$ cat config.mk
export PLATFORM = sky130hd
export DESIGN_NAME = alu_seq_pipe_flat
export DESIGN_NICKNAME = d
export VERILOG_FILES = /design/src/rtl/alu_seq_pipe_if.sv /design/src/rtl/alu_seq_pipe.sv /design/src/flat_wrapper.sv
export SDC_FILE = /design/constraint.sdc
export NUM_CORES = 1
export LEC_CHECK = 0
export CAP_MARGIN = 10
export CORE_MARGIN = 4
export CORE_UTILIZATION = 63
export DETAILED_ROUTE_END_ITERATION = 12
export PLACE_DENSITY = 0.87
export SKIP_CTS_REPAIR_TIMING = 1
export SLEW_MARGIN = 25
export SYNTH_ARGS = -nofsm -noshare
export SYNTH_HDL_FRONTEND = slang
export SYNTH_SLANG_ARGS = --single-unit
$ cat constraint.sdc
create_clock -name clk -period 9.05 [get_ports clk]
set_input_delay 1.81 -clock clk [delete_from_list [all_inputs] [get_ports clk]]
set_output_delay 1.81 -clock clk [all_outputs]
set_load 0.02 [all_outputs]
$ cat src/rtl/alu_seq_pipe_if.sv
// Request/response bundle between issue/decode, the ALU and writeback.
// master = surrounding pipeline, slave = ALU.
interface alu_seq_pipe_if #(
    parameter int WIDTH = 32
);
    logic             in_valid;
    logic             in_ready;
    logic [3:0]       alu_op;
    logic [WIDTH-1:0] in1;
    logic [WIDTH-1:0] in2;
    logic             out_valid;
    logic             out_ready;
    logic [WIDTH-1:0] result;
    logic             z;
    logic             cout;
    logic             of;
    logic             illegal;

    modport master (
        output in_valid, alu_op, in1, in2, out_ready,
        input  in_ready, out_valid, result, z, cout, of, illegal
    );

    modport slave (
        input  in_valid, alu_op, in1, in2, out_ready,
        output in_ready, out_valid, result, z, cout, of, illegal
    );
endinterface

$ cat src/rtl/alu_seq_pipe.sv
// Registered ALU, one op in flight; iterative MUL when ALU_SEQ_MUL_EN is defined.
// Latency 1 cycle (MUL: WIDTH cycles).
// in_ready drops while a result is stalled (out_valid && !out_ready) or a MUL is running.
module alu_seq_pipe #(
    parameter int WIDTH = 32,
    parameter int SHW   = $clog2(WIDTH)
) (
    input  logic          clk,
    input  logic          rst_n,
    alu_seq_pipe_if.slave bus
);
    localparam logic [3:0] OP_ADD  = 4'd0,  OP_SUB  = 4'd1,  OP_AND  = 4'd2,  OP_OR   = 4'd3;
    localparam logic [3:0] OP_XOR  = 4'd4,  OP_NOR  = 4'd5,  OP_SRL  = 4'd6,  OP_SLL  = 4'd7;
    localparam logic [3:0] OP_ADDU = 4'd8,  OP_SUBU = 4'd9,  OP_SRA  = 4'd10, OP_SLT  = 4'd11;
    localparam logic [3:0] OP_SLTU = 4'd12;

    logic             accept, start_mul, mul_done, load;
    logic             is_sub;
    logic [SHW-1:0]   shamt;
    logic [WIDTH-1:0] b_eff, sra_res, mul_res;
    logic [WIDTH:0]   sum;
    logic [WIDTH-1:0] alu_res;
    logic             alu_cout, alu_of, alu_ill;

    logic             out_valid_q, out_valid_d;
    logic [WIDTH-1:0] result_q, result_d;
    logic             z_q, cout_q, of_q, illegal_q;
    logic             cout_d, of_d, illegal_d;

    assign accept  = bus.in_valid && bus.in_ready;
    assign shamt   = bus.in2[SHW-1:0];
    assign is_sub  = (bus.alu_op == OP_SUB) || (bus.alu_op == OP_SUBU);
    assign b_eff   = is_sub ? ~bus.in2 : bus.in2;
    assign sum     = {1'b0, bus.in1} + {1'b0, b_eff} + (WIDTH+1)'(is_sub);
    assign sra_res = $signed(bus.in1) >>> shamt;

    always_comb begin
        alu_res  = '0;
        alu_cout = 1'b0;
        alu_of   = 1'b0;
        alu_ill  = 1'b0;
        case (bus.alu_op)
            OP_ADD, OP_SUB: begin
                alu_res  = sum[WIDTH-1:0];
                alu_cout = sum[WIDTH];
                alu_of   = (bus.in1[WIDTH-1] == b_eff[WIDTH-1]) &&
                           (sum[WIDTH-1] != bus.in1[WIDTH-1]);
            end
            OP_ADDU, OP_SUBU: begin
                alu_res  = sum[WIDTH-1:0];
                alu_cout = sum[WIDTH];
            end
            OP_AND:  alu_res = bus.in1 & bus.in2;
            OP_OR:   alu_res = bus.in1 | bus.in2;
            OP_XOR:  alu_res = bus.in1 ^ bus.in2;
            OP_NOR:  alu_res = ~(bus.in1 | bus.in2);
            OP_SRL:  alu_res = bus.in1 >> shamt;
            OP_SLL:  alu_res = bus.in1 << shamt;
            OP_SRA:  alu_res = sra_res;
            OP_SLT:  alu_res = {{(WIDTH-1){1'b0}}, $signed(bus.in1) < $signed(bus.in2)};
            OP_SLTU: alu_res = {{(WIDTH-1){1'b0}}, bus.in1 < bus.in2};
`ifdef ALU_SEQ_MUL_EN
            4'd13:   alu_res = '0;
`endif
            default: alu_ill = 1'b1;
        endcase
    end

`ifdef ALU_SEQ_MUL_EN
    typedef enum logic {S_IDLE, S_BUSY} state_t;

    state_t           state_q, state_d;
    logic [SHW-1:0]   cnt_q;
    logic [WIDTH-1:0] acc_q, mcand_q, mplier_q;

    assign start_mul = accept && (bus.alu_op == 4'd13);
    assign mul_done  = (state_q == S_BUSY) && (cnt_q == SHW'(WIDTH-2));
    assign mul_res   = acc_q + (mplier_q[0] ? mcand_q : '0);

    always_ff @(posedge clk) begin
        if (!rst_n) state_q <= S_IDLE;
        else        state_q <= state_d;
    end

    always_comb begin
        state_d = state_q;
        case (state_q)
            S_IDLE:  if (start_mul) state_d = S_BUSY;
            S_BUSY:  if (mul_done)  state_d = S_IDLE;
            default: state_d = S_IDLE;
        endcase
    end

    always_comb begin
        bus.in_ready = (state_q == S_IDLE) && (!out_valid_q || bus.out_ready);
    end

    // Partial product for bit 0 is taken in the accept cycle, so WIDTH-1 BUSY steps
    // finish the product and the result shows up exactly WIDTH cycles after accept.
    always_ff @(posedge clk) begin
        if (!rst_n) begin
            cnt_q    <= '0;
            acc_q    <= '0;
            mcand_q  <= '0;
            mplier_q <= '0;
        end else if (start_mul) begin
            cnt_q    <= '0;
            acc_q    <= bus.in2[0] ? bus.in1 : '0;
            mcand_q  <= bus.in1 << 1;
            mplier_q <= bus.in2 >> 1;
        end else if (state_q == S_BUSY) begin
            cnt_q    <= cnt_q + SHW'(1);
            acc_q    <= mul_res;
            mcand_q  <= mcand_q << 1;
            mplier_q <= mplier_q >> 1;
        end
    end
`else
    assign start_mul    = 1'b0;
    assign mul_done     = 1'b0;
    assign mul_res      = '0;
    assign bus.in_ready = !out_valid_q || bus.out_ready;
`endif

    assign load = (accept && !start_mul) || mul_done;

    always_comb begin
        result_d    = alu_res;
        cout_d      = alu_cout;
        of_d        = alu_of;
        illegal_d   = alu_ill;
        out_valid_d = out_valid_q && !bus.out_ready;
        if (mul_done) begin
            result_d  = mul_res;
            cout_d    = 1'b0;
            of_d      = 1'b0;
            illegal_d = 1'b0;
        end
        if (load) out_valid_d = 1'b1;
    end

    always_ff @(posedge clk) begin
        if (!rst_n) begin
            out_valid_q <= 1'b0;
            result_q    <= '0;
            z_q         <= 1'b0;
            cout_q      <= 1'b0;
            of_q        <= 1'b0;
            illegal_q   <= 1'b0;
        end else begin
            out_valid_q <= out_valid_d;
            if (load) begin
                result_q  <= result_d;
                z_q       <= (result_d == '0);
                cout_q    <= cout_d;
                of_q      <= of_d;
                illegal_q <= illegal_d;
            end
        end
    end

    assign bus.out_valid = out_valid_q;
    assign bus.result    = result_q;
    assign bus.z         = z_q;
    assign bus.cout      = cout_q;
    assign bus.of        = of_q;
    assign bus.illegal   = illegal_q;
endmodule

$ cat src/flat_wrapper.sv
// flat-port wrapper written by rule: the top's interface ports become plain ports
module alu_seq_pipe_flat 
#(
    parameter int WIDTH = 32,
    parameter int SHW   = $clog2(WIDTH)
)
  (clk, rst_n, bus_in_valid, bus_alu_op, bus_in1, bus_in2, bus_out_ready, bus_in_ready, bus_out_valid, bus_result, bus_z, bus_cout, bus_of, bus_illegal);
  alu_seq_pipe_if #(.WIDTH(WIDTH)) bus_i ();
  input  logic clk;
  input  logic rst_n;
  input wire logic [$bits(bus_i.in_valid)-1:0] bus_in_valid;
  input wire logic [$bits(bus_i.alu_op)-1:0] bus_alu_op;
  input wire logic [$bits(bus_i.in1)-1:0] bus_in1;
  input wire logic [$bits(bus_i.in2)-1:0] bus_in2;
  input wire logic [$bits(bus_i.out_ready)-1:0] bus_out_ready;
  output wire logic [$bits(bus_i.in_ready)-1:0] bus_in_ready;
  output wire logic [$bits(bus_i.out_valid)-1:0] bus_out_valid;
  output wire logic [$bits(bus_i.result)-1:0] bus_result;
  output wire logic [$bits(bus_i.z)-1:0] bus_z;
  output wire logic [$bits(bus_i.cout)-1:0] bus_cout;
  output wire logic [$bits(bus_i.of)-1:0] bus_of;
  output wire logic [$bits(bus_i.illegal)-1:0] bus_illegal;
  assign bus_i.in_valid = bus_in_valid;
  assign bus_i.alu_op = bus_alu_op;
  assign bus_i.in1 = bus_in1;
  assign bus_i.in2 = bus_in2;
  assign bus_i.out_ready = bus_out_ready;
  assign bus_in_ready = bus_i.in_ready;
  assign bus_out_valid = bus_i.out_valid;
  assign bus_result = bus_i.result;
  assign bus_z = bus_i.z;
  assign bus_cout = bus_i.cout;
  assign bus_of = bus_i.of;
  assign bus_illegal = bus_i.illegal;
  alu_seq_pipe #(.WIDTH(WIDTH), .SHW(SHW)) u_core (.clk(clk), .rst_n(rst_n), .bus(bus_i));
endmodule
## Yosys cells after proc, flatten, opt, wreduce, memory -nomap -nowiden

Cells that the tools add are included.

| operators by class | value |
|---|---|
| muxes and demuxes | 6 |
| shift-type cells | 3 |
| equality and inequality tests | 14 |
| reductions and logical operators | 12 |
| bitwise gates (word level) | 5 |
| $lt $le $gt $ge | 2 |
| add/subtract/negate cells | 2 |

Operator list:

| kind | count |
|---|---|
| $pmux 32 s10 | 1 |
| $lt 32x32->1 | 2 |
| $not 32->32 | 2 |
| $add 32x32->33 | 1 |
| $add 33x1->33 | 1 |
| $and 32x32->32 | 1 |
| $logic_not 32->1 | 1 |
| $mux 32 | 1 |
| $or 32x32->32 | 1 |
| $shl 32x5->32 | 1 |
| $shr 32x5->32 | 1 |
| $sshr 32x5->32 | 1 |
| $xor 32x32->32 | 1 |
| $eq 4x4->1 const B | 5 |
| $eq 4x3->1 const B | 4 |
| $reduce_or 13->1 | 1 |
| $eq 4x2->1 const B | 2 |
| $eq 4x1->1 const B | 1 |
| $logic_not 4->1 | 1 |
| $mux 1 | 4 |
| $reduce_or 4->1 | 1 |
| $logic_and 1x1->1 | 3 |
| $logic_not 1->1 | 2 |
| $logic_or 1x1->1 | 2 |
| other kinds (3) | 3 |

| storage, ports and cells | value |
|---|---|
| flip-flop bits (word level) | 37 |
| input bits | 72 |

## Longest topological paths before layout

Gate-level depths: netlist of the first run.

| logic depth | value |
|---|---|
| depth in word-level cells | 8 |
| gate-level depth with buffers | 21 |
| depth with buffers taken out | 16 |

## Least setup slack after synthesis of the first run

Ideal clock, no wire load.

| timing path | value |
|---|---|
| path kind | input -> register |
| start point | input port bus_alu_op[0] |
| end point | register u_core.z_q, in the netlist u_core.bus.z |
| buffers on the path | 7 |
| arrival time | 6163 ps |
| slack | 2792 ps |
| stages on the path | 20 |
| required time | 8954 ps |
| cell sequence | buf_2 > buf_2 > buf_2 > buf_1 > and2_1 > clkbuf_1 > buf_1 > xnor2_1 > ha_1 > clkbuf_1 > a21o_1 > a21boi_1 > nor3_1 > or4_1 > o221ai_2 > o21ai_1 > a31oi_1 > xnor2_1 > a211o_1 > o41ai_2 |

| between the ends | value |
|---|---|
| cells in the longest elaborated chain, start to end | 7 |

Ends and longest elaborated chain:

| what | RTL line | RTL |
|---|---|---|
| start: declaration | flat_wrapper.sv:12 | `input wire logic [$bits(bus_i.alu_op)-1:0] bus_alu_op;` |
| $eq 4x1->1 / $eq 4x4->1 (equally long branches) | alu_seq_pipe.sv:32, alu_seq_pipe.sv:42 |  |
| $logic_or 1x1->1 | alu_seq_pipe.sv:32 | `assign is_sub = (bus.alu_op == OP_SUB) \|\| (bus.alu_op == OP_SUBU);` |
| $mux 32 | alu_seq_pipe.sv:33 | `assign b_eff = is_sub ? ~bus.in2 : bus.in2;` |
| $add 32x32->33 | alu_seq_pipe.sv:34 | `assign sum = {1'b0, bus.in1} + {1'b0, b_eff} + (WIDTH+1)'(is_sub);` |
| $add 33x1->33 | alu_seq_pipe.sv:34 |  |
| $pmux 32 s10 * | alu_seq_pipe.sv:42 | `case (bus.alu_op)` |
| $logic_not 32->1 * | alu_seq_pipe.sv:154 | `z_q <= (result_d == '0);` |
| end signal: assignment | alu_seq_pipe.sv:154 |  |
| end: declaration | alu_seq_pipe.sv:27 | `logic z_q, cout_q, of_q, illegal_q;` |

Every way passes the cells marked *; elsewhere a longest branch is shown, timed or not.
A chain may end at the register's enable or synchronous reset.

## Worst setup path after layout of the first run

| timing path | value |
|---|---|
| start point | input port bus_alu_op[2] |
| end point | register u_core.z_q, in the netlist u_core.bus.z |

Same word-level chain as after synthesis.

==> impl_metrics.sql, run 1 <==
INSERT INTO impl_metrics (metric_group, metric, value, unit) VALUES
('hold_path', 'timing.hold.worst.start', 'u_core.bus.illegal', ''),
('route', 'ant_nets', '0', ''),
('worst_setup_path', 'worst-endpoint-required', '9.24', 'ns'),
('worst_setup_path', 'worst_setup_path_start_kind', 'input port', ''),
('run_status', 'status', 'complete, no violations', ''),
('die', 'design.portCount', '110', ''),
('yosys', 'ys_ff_latch', '37', ''),
('worst_setup_path', 'r2r_setup_slack', '5.93', 'ns'),
('clock_network', 'clock_insertion_delay_worst_skew', '0.28', 'ns'),
('timing', 'clock_skew', '0.001828', 'ns'),
('timing', 'timing.final.crit_share', '75.67', '%'),
('cells_and_area', 'synthToLayoutAreaGrowth', '10.61', '%'),
('pwr', 'power_frac_clock', '15.1', '%'),
('die', 'core_region_area', '16820', 'um2'),
('pwr', 'power.sequential.fraction', '16.4', '%'),
('pwr', 'post-layout-total-power', '1.121', 'mW'),
('global_routing', 'grt_use_met1', '58.78', '%'),
('clock_network', 'cts_tree', 'yes', ''),
('cells_and_area', 'final_layout_size_suffix_gt1_share', '8.796', '%'),
('yosys', 'post_synthesis_cell_area', '10970', 'um2'),
('route', 'vias_per_cell', '7.387', ''),
('route', 'num_vias', '12802', ''),
('yosys', 'synthDistinctLibCells', '82', ''),
('clock_network', 'htree_num_levels', '2', ''),
('route', 'drtIter0Drc', '2260', ''),
('cells_and_area', 'nNetsFinal', '1718', ''),
('timing', 'setup_tns', '0', 'ns'),
('timing', 'period_needed', '6.848', 'ns'),
('global_routing', 'aggregate_global_routing_overflow', '0', ''),
('route', 'drt_pre_antenna_iters', '7', ''),
('hold_path', 'hp-class', 'reg2reg', ''),
('route', 'drc', '0', ''),
('pwr', 'p_leak', '4.937', 'nW'),
('die', 'floorplan_die_width', '140.0', 'um'),
('timing', 'grt_setup_unrepaired', 'no', ''),
('pwr', 'share_of_power_burned_in_combinational_logic', '68.6', '%'),
('global_routing', 'grt_use_total', '43.98', '%'),
('pwr', 'power_density_relative_to_cell_area', '92.36', 'nW/um2'),
('global_routing', 'grt_pass1_vias', '11630', ''),
('flow_run', 'timing.max_cap.violations', '0', ''),
('placement', 'detailedPlacementHpwl', '35.36', 'mm'),
('clock_network', 'root_buffer', 'sky130_fd_sc_hd__clkbuf_16', ''),
('yosys', 'synth-edff-count', '0', ''),
('yosys', 'synth_cells', '1490', ''),
('global_routing', 'global_route_wire_length_before_repair', '68.50', 'mm'),
('global_routing', 'use_met3', '15.27', '%'),
('yosys', 'mappedNetlistNets', '1696', ''),
('route', 'wire_per_inst', '26.15', 'um'),
('worst_setup_path', 'cp.arrival', '7.04', 'ns'),
('clock_network', 'cts.reportedPaths.clkPinSlew', '0.05', 'ns'),
('timing', 'hold_viol_final', '0', ''),
('die', 'dieArea', '19590', 'um2'),
('global_routing', 'grt.busiest_layer', 'met2', ''),
('worst_setup_path', 'critical_path_class', 'in2reg', ''),
('yosys', 'seq_area_frac_synth', '6.752', '%'),
('hold_path', 'worstHoldEndpoint', 'u_core.bus.illegal', ''),
('pwr', 'cellInternalPower', '573.9', 'uW'),
('timing', 'tightestPinTransition', '1.102', 'ns'),
('placement', 'port_buffers', '109', ''),
('global_routing', 'grt_max_degree', '71', ''),
('pwr', 'power.share.switching', '48.80', '%'),
('timing', 'timing.max_slew.rel_slack', '25.79', '%'),
('clock_network', 'cts-buffers-inserted', '5', ''),
('yosys', 'synth-async-reset-ratio', '0', '%'),
('yosys', 'synthesis.yosys.warnings', '0', ''),
('timing', 'count_of_final_max_slew_check_failures', '0', ''),
('pwr', 'net-switching-power', '546.9', 'uW'),
('worst_setup_path', 'worstPathMaxFanout', '25', ''),
('pwr', 'vdd_drop_max', '0.1415', 'mV'),
('clock_network', 'cts_sinks', '37', ''),
('worst_setup_path', 'ff2ff_path_depth', '11', '');
-- worst max-delay path, stage by stage --
cell and delay, ns:
sky130_fd_sc_hd__clkdlybuf4s50_1 0.94, sky130_fd_sc_hd__nor2_2 0.28, sky130_fd_sc_hd__and2_2 0.31, sky130_fd_sc_hd__buf_4 0.40
sky130_fd_sc_hd__mux2i_1 0.16, sky130_fd_sc_hd__fa_1 0.43, sky130_fd_sc_hd__nand3b_1 0.25, sky130_fd_sc_hd__a211oi_1 0.42
sky130_fd_sc_hd__o21ai_0 0.23, sky130_fd_sc_hd__nand2_1 0.12, sky130_fd_sc_hd__xor2_1 0.07, sky130_fd_sc_hd__a2111o_1 0.45
sky130_fd_sc_hd__nor4_1 0.32, sky130_fd_sc_hd__nand4_1 0.14, sky130_fd_sc_hd__nor4_1 0.33, sky130_fd_sc_hd__nand4_1 0.15
sky130_fd_sc_hd__o41ai_2 0.21
-- logic make-up (layout without fill, tap and decap cells) --
group | count (synthesis) | count (layout) | share of synthesized area (%)
adders and majority gates | 134 | 134 | 15.35
AOI/OAI and AO/OA | 446 | 446 | 27.06
xor gates and xnor gates | 52 | 52 | 4.323
and+or+nand+nor | 472 | 472 | 20.54
buffers and inverters | 209 | 231 | 7.926
muxes | 140 | 140 | 18.04
other | 0 | 1 | 0
DFF | 37 | 37 | 6.752
-- cells in the final DEF, fill, tap and decap left out, drive strengths merged, types with 8 or more instances in the layout --
master,instances
and3,9
xnor2,45
or4,9
nor3,33
buf,30
clkdlybuf4s50,104
mux4,43
nand2b,22
o211ai,32
nand3,34
a221o,8
a21o,16
mux2i,68
a22oi,8
a31oi,15
o22ai,25
ha,133
a211oi,43
a21oi,107
o21a,8
and2,10
nor2,135
nand2,136
nor4,13
mux2,29
nor2b,15
nand4,23
a221oi,13
o21ai,92
dfxtp,37
inv,89
or2,9
-- power by group through the flow --
stage          Combinational (mW)  Sequential [mW]  Clock (mW)
2_1_floorplan               0.470            0.203           0
3_3_place_gp                0.719            0.186           0
3_5_place_dp                0.728            0.187           0
4_1_cts                     0.733            0.184       0.168
5_1_grt                     0.810            0.186       0.173
6_report                    0.768            0.184       0.169
-- per-layer routing --
| metal | routed length (um) | vias up |
|---|---|---|
| met5 | 41 | - |
| met4 | 2551 | 6 |
| met3 | 7577 | 234 |
| met2 | 18570 | 1135 |
| met1 | 16580 | 5836 |
| li1 | - | 5591 |
-- worst max path at each step --
stage	from	to	slack, ns	cells after the start
2_1_floorplan	bus_alu_op[0]	u_core.bus.z	2.79	20
3_3_place_gp	bus_alu_op[2]	u_core.bus.z	2.22	17
3_5_place_dp	bus_alu_op[2]	u_core.bus.z	2.15	17
4_1_cts	bus_alu_op[2]	u_core.bus.z	2.42	17
5_1_grt	bus_alu_op[2]	u_core.bus.z	1.80	17
6_report	bus_alu_op[2]	u_core.bus.z	2.20	17
-- cell usage after synthesis (16+ instances only) --
| library cell | instances | area share [%] |
|---|---|---|
| sky130_fd_sc_hd__nand2b_1 | 22 | 1.3 |
| sky130_fd_sc_hd__nor3_1 | 33 | 1.5 |
| sky130_fd_sc_hd__nand4_1 | 23 | 1.3 |
| sky130_fd_sc_hd__mux2i_1 | 68 | 6.2 |
| sky130_fd_sc_hd__buf_2 | 26 | 1.2 |
| sky130_fd_sc_hd__inv_1 | 87 | 3.0 |
| sky130_fd_sc_hd__mux2_2 | 28 | 2.9 |
| sky130_fd_sc_hd__dfxtp_1 | 37 | 6.8 |
| sky130_fd_sc_hd__xnor2_1 | 44 | 3.5 |
| sky130_fd_sc_hd__a21o_1 | 16 | 1.1 |
| sky130_fd_sc_hd__a211oi_1 | 43 | 2.9 |
| sky130_fd_sc_hd__o21ai_0 | 89 | 4.1 |
| sky130_fd_sc_hd__o22ai_1 | 25 | 1.4 |
| sky130_fd_sc_hd__ha_1 | 133 | 15 |
| sky130_fd_sc_hd__mux4_2 | 42 | 8.6 |
| sky130_fd_sc_hd__nand3_1 | 34 | 1.6 |
| sky130_fd_sc_hd__clkbuf_1 | 72 | 2.5 |
| sky130_fd_sc_hd__nor2_1 | 135 | 4.6 |
| sky130_fd_sc_hd__a21oi_1 | 107 | 4.9 |
| sky130_fd_sc_hd__o211ai_1 | 32 | 2.2 |
| sky130_fd_sc_hd__nand2_1 | 136 | 4.7 |
-- state kept, by name, summed over array words and instances (netlist names) --
| signal | cells |
|---|---|
| u_core.bus.of | 1 |
| u_core.bus.illegal | 1 |
| u_core.bus.cout | 1 |
| u_core.bus.out_valid | 1 |
| u_core.bus.z | 1 |
| u_core.bus.result | 32 |
-- metrics by stage --
step	hold slack [ns]	setup slack, ns	util (%)	instances	cell area (um2)
floorplan	0.5304	2.792	-	1490	10970
global placement	0.4381	2.221	71.28	1725	11990
detailed placement	0.4505	2.151	71.28	1725	11990
CTS	0.4579	2.422	72.13	1732	12130
global route	0.4741	1.795	72.13	1732	12130
finish	0.4546	2.202	72.15	1733	12130
-- area by class of cell --
class / instances / area, um2 / share of cell area (%)
Antenna cell: 1 / 2.502 / 0.02062
Tap cell: 220 / 275.3 / 2.269
Multi-Input combinational cell: 1244 / 9376 / 77.27
Sequential cell: 37 / 740.7 / 6.104
Clock buffer: 7 / 142.6 / 1.176
Timing Repair Buffer: 134 / 1259 / 10.37
Inverter: 90 / 337.8 / 2.784
No activity file was read; power rests on OpenSTA's default activity.
==> run 2: changes to the inputs <==
--- a/config.mk
+++ b/config.mk
@@ -7,9 +7,9 @@
 export LEC_CHECK = 0
 export CAP_MARGIN = 10
 export CORE_MARGIN = 4
-export CORE_UTILIZATION = 63
+export CORE_UTILIZATION = 60
 export DETAILED_ROUTE_END_ITERATION = 12
-export PLACE_DENSITY = 0.87
+export PLACE_DENSITY = 0.83
 export SKIP_CTS_REPAIR_TIMING = 1
 export SLEW_MARGIN = 25
 export SYNTH_ARGS = -nofsm -noshare
==> constraint.sdc (replaced) <==
create_clock -name clk -period 6.6 [get_ports clk]
set_input_delay 1.32 -clock clk [delete_from_list [all_inputs] [get_ports clk]]
set_output_delay 1.32 -clock clk [all_outputs]
set_load 0.02 [all_outputs]
==> impl_metrics.sql, run 2 (same netlist as run 1, synthesis figures left out) <==
INSERT INTO impl_metrics (metric_group, metric, value, unit) VALUES
('timing', 'clock_skew', '0.003907', 'ns'),
('worst_setup_path', 'ff2ff_path_depth', '11', ''),
('run_status', 'status', 'complete, no violations', ''),
('timing', 'fmaxAchievable', '180.7', 'MHz'),
('global_routing', 'grt_use_total', '45.32', '%'),
('worst_setup_path', 'cells_along_the_critical_path', 'clkdlybuf4s50_1 > nor2_2 > and2_2 > xnor2_1 > inv_1 > fa_1 > nand3b_1 > nand2_1 > xnor2_1 > o22ai_1 > nor4_2 > nand4_1 > nor4_1 > nand4_1 > nor4_1 > nand4_1 > o41ai_2', ''),
('timing', 'timing.final.crit_share', '83.84', '%'),
('hold_path', 'timing.hold.worst.start', 'u_core.bus.of', ''),
('timing', 'grt_setup_unrepaired', 'no', ''),
('timing', 'timing.final.setup_violations', '0', ''),
('cells_and_area', 'n_fill_cell', '1549', ''),
('timing', 'count_of_final_max_slew_check_failures', '0', ''),
('pwr', 'power_density_relative_to_cell_area', '126.7', 'nW/um2'),
('die', 'design.portCount', '110', ''),
('cells_and_area', 'synthToLayoutAreaGrowth', '11.79', '%'),
('hold_path', 'min_path_cells', '2', ''),
('worst_setup_path', 'critical_path.slowest_cell', 'sky130_fd_sc_hd__nor4_2', ''),
('placement', 'gp_congestion', '1.117', ''),
('die', 'fp-row-count', '49', ''),
('die', 'floorplan.initialDensity', '61.07', '%'),
('worst_setup_path', 'r2r_setup_slack', '3.47', 'ns'),
('cells_and_area', 'insertedDiodeCount', '0', ''),
('worst_setup_path', 'worstPathMaxFanout', '5', ''),
('timing', 'timing.max_slew.rel_slack', '21.87', '%'),
('worst_setup_path', 'worst-endpoint-required', '6.79', 'ns'),
('clock_network', 'cts-buffers-inserted', '5', ''),
('timing', 'setup_tns', '0', 'ns'),
('clock_network', 'htree_num_levels', '2', ''),
('worst_setup_path', 'crit_path_max_incr_delay', '0.69', 'ns'),
('pwr', 'post-layout-total-power', '1.554', 'mW'),
('global_routing', 'aggregate_global_routing_overflow', '0', ''),
('die', 'floorplan_die_width', '143.2', 'um'),
('clock_network', 'cts.reportedPaths.clkPinSlew', '0.05', 'ns'),
('hold_path', 'hp-class', 'reg2reg', ''),
('clock_network', 'root_buffer', 'sky130_fd_sc_hd__clkbuf_16', ''),
('die', 'fp.dieH', '143.2', 'um'),
('global_routing', 'grt_max_degree', '68', ''),
('worst_setup_path', 'worst_setup_path_start_kind', 'input port', ''),
('route', 'wire_per_inst', '27.42', 'um'),
('pwr', 'p_leak', '5.014', 'nW'),
('die', 'dieArea', '20510', 'um2'),
('worst_setup_path', 'worst_setup_path_end_kind', 'flop', ''),
('global_routing', 'global_route_wire_length_before_repair', '71.42', 'mm'),
('clock_network', 'cts_tree', 'yes', ''),
('clock_network', 'cts_sinks', '37', ''),
('route', 'drc', '0', ''),
('timing', 'hold_viol_final', '0', ''),
('die', 'core_region_area', '17960', 'um2'),
('worst_setup_path', 'worst_path_most_repeated_cell', 'sky130_fd_sc_hd__nand4_1', ''),
('worst_setup_path', 'cp.arrival', '5.72', 'ns'),
('cells_and_area', 'final_layout_size_suffix_gt1_share', '9.751', '%'),
('timing', 'period_needed', '5.534', 'ns'),
('clock_network', 'clk_path_buf_depth', '2', ''),
('hold_path', 'worstHoldEndpoint', 'u_core.bus.of', ''),
('worst_setup_path', 'r2r_start', 'u_core.bus.out_valid', ''),
('placement', 'port_buffers', '109', ''),
('route', 'drt-total-wl', '48.18', 'mm'),
('route', 'drtIter0Drc', '2112', ''),
('route', 'ant_nets', '0', ''),
('placement', 'detailedPlacementHpwl', '37.59', 'mm'),
('route', 'num_vias', '13016', ''),
('route', 'drt_pre_antenna_iters', '8', ''),
('cells_and_area', 'most-common-layout-cells', '136 x sky130_fd_sc_hd__nand2_1, 134 x sky130_fd_sc_hd__nor2_1, 133 x sky130_fd_sc_hd__ha_1', ''),
('global_routing', 'antenna_found_initial', '1', ''),
('route', 'vias_per_cell', '7.408', ''),
('cells_and_area', 'nNetsFinal', '1733', ''),
('worst_setup_path', 'timing.rr.end', 'u_core.bus.z', ''),
('pwr', 'vdd_drop_max', '0.2582', 'mV'),
('worst_setup_path', 'critical_path_class', 'in2reg', ''),
('flow_run', 'timing.max_cap.violations', '0', ''),
('cells_and_area', 'largest_reg_flops', '32', ''),
('global_routing', 'grt_pass1_vias', '11695', ''),
('cells_and_area', 'final_common_cell', 'sky130_fd_sc_hd__nand2_1', ''),
('timing', 'tightestPinTransition', '1.157', 'ns'),
('clock_network', 'clock_insertion_delay_worst_skew', '0.28', 'ns');
==> run 2: worst max path at each step <==
stage | cells after the start | slack [ns] | to | from
4_1_cts | 17 | 1.21 | u_core.bus.z | bus_alu_op[1]
5_1_grt | 16 | 0.92 | u_core.bus.z | bus_alu_op[1]
3_5_place_dp | 17 | 0.93 | u_core.bus.z | bus_alu_op[1]
3_3_place_gp | 16 | 0.97 | u_core.bus.z | bus_alu_op[1]
2_1_floorplan | 20 | 0.83 | u_core.bus.z | bus_alu_op[0]
6_report | 17 | 1.07 | u_core.bus.z | bus_alu_op[2]
==> run 2: where the power goes <==
part | leakage [nW] | total, mW | internal (mW) | switching [mW]
logic | 4.64 | 1.08 | 0.403 | 0.673
registers | 0.305 | 0.252 | 0.242 | 0.00959
clock network | 0.0706 | 0.226 | 0.138 | 0.0879
==> run 2: final cells by class <==
| type | instances | area [um2] | area share, % |
|---|---|---|---|
| clock inverters | 2 | 10.01 | 0.08162 |
| multi-input cells | 1244 | 9376 | 76.45 |
| flip-flops and latches | 37 | 740.7 | 6.040 |
| repair buffers | 149 | 1384 | 11.28 |
| clock buffers | 6 | 128.9 | 1.051 |
| inverters | 90 | 337.8 | 2.755 |
| well taps | 229 | 286.5 | 2.336 |
==> run 2: critical path, delay by kind of cell <==
| family | cells | cell delay, ns |
|---|---|---|
| AND/OR/NAND/NOR | 10 | 2.61 |
| buffers and inverters | 2 | 0.60 |
| adder cells (fa/ha/maj) | 1 | 0.43 |
| XOR/XNOR | 2 | 0.38 |
| AO/OA/AOI/OAI | 2 | 0.37 |
==> run 2: per-stage QoR <==
stage	utilization (%)	cells	hold slack (ns)	instance area (um2)	setup slack, ns
final	68.27	1757	0.4535	12260	1.066
after global routing	68.27	1757	0.4925	12260	0.9189
after CTS	68.27	1757	0.4540	12260	1.210
after detailed placement	67.50	1749	0.4467	12130	0.9316
after global placement	67.50	1749	0.4409	12130	0.9749
after floorplan	-	1490	0.5304	10970	0.8318
==> run 2: routing by layer <==
metal	share of wire [%]	up-vias	routed length (um)	global-route usage, %
li1	-	5615	-	-
met2	42	1169	20210	68.79
met1	37	5972	17720	60.99
met3	16	258	7523	12.32
met5	0.039	-	19	0
met4	5.6	2	2712	18.58
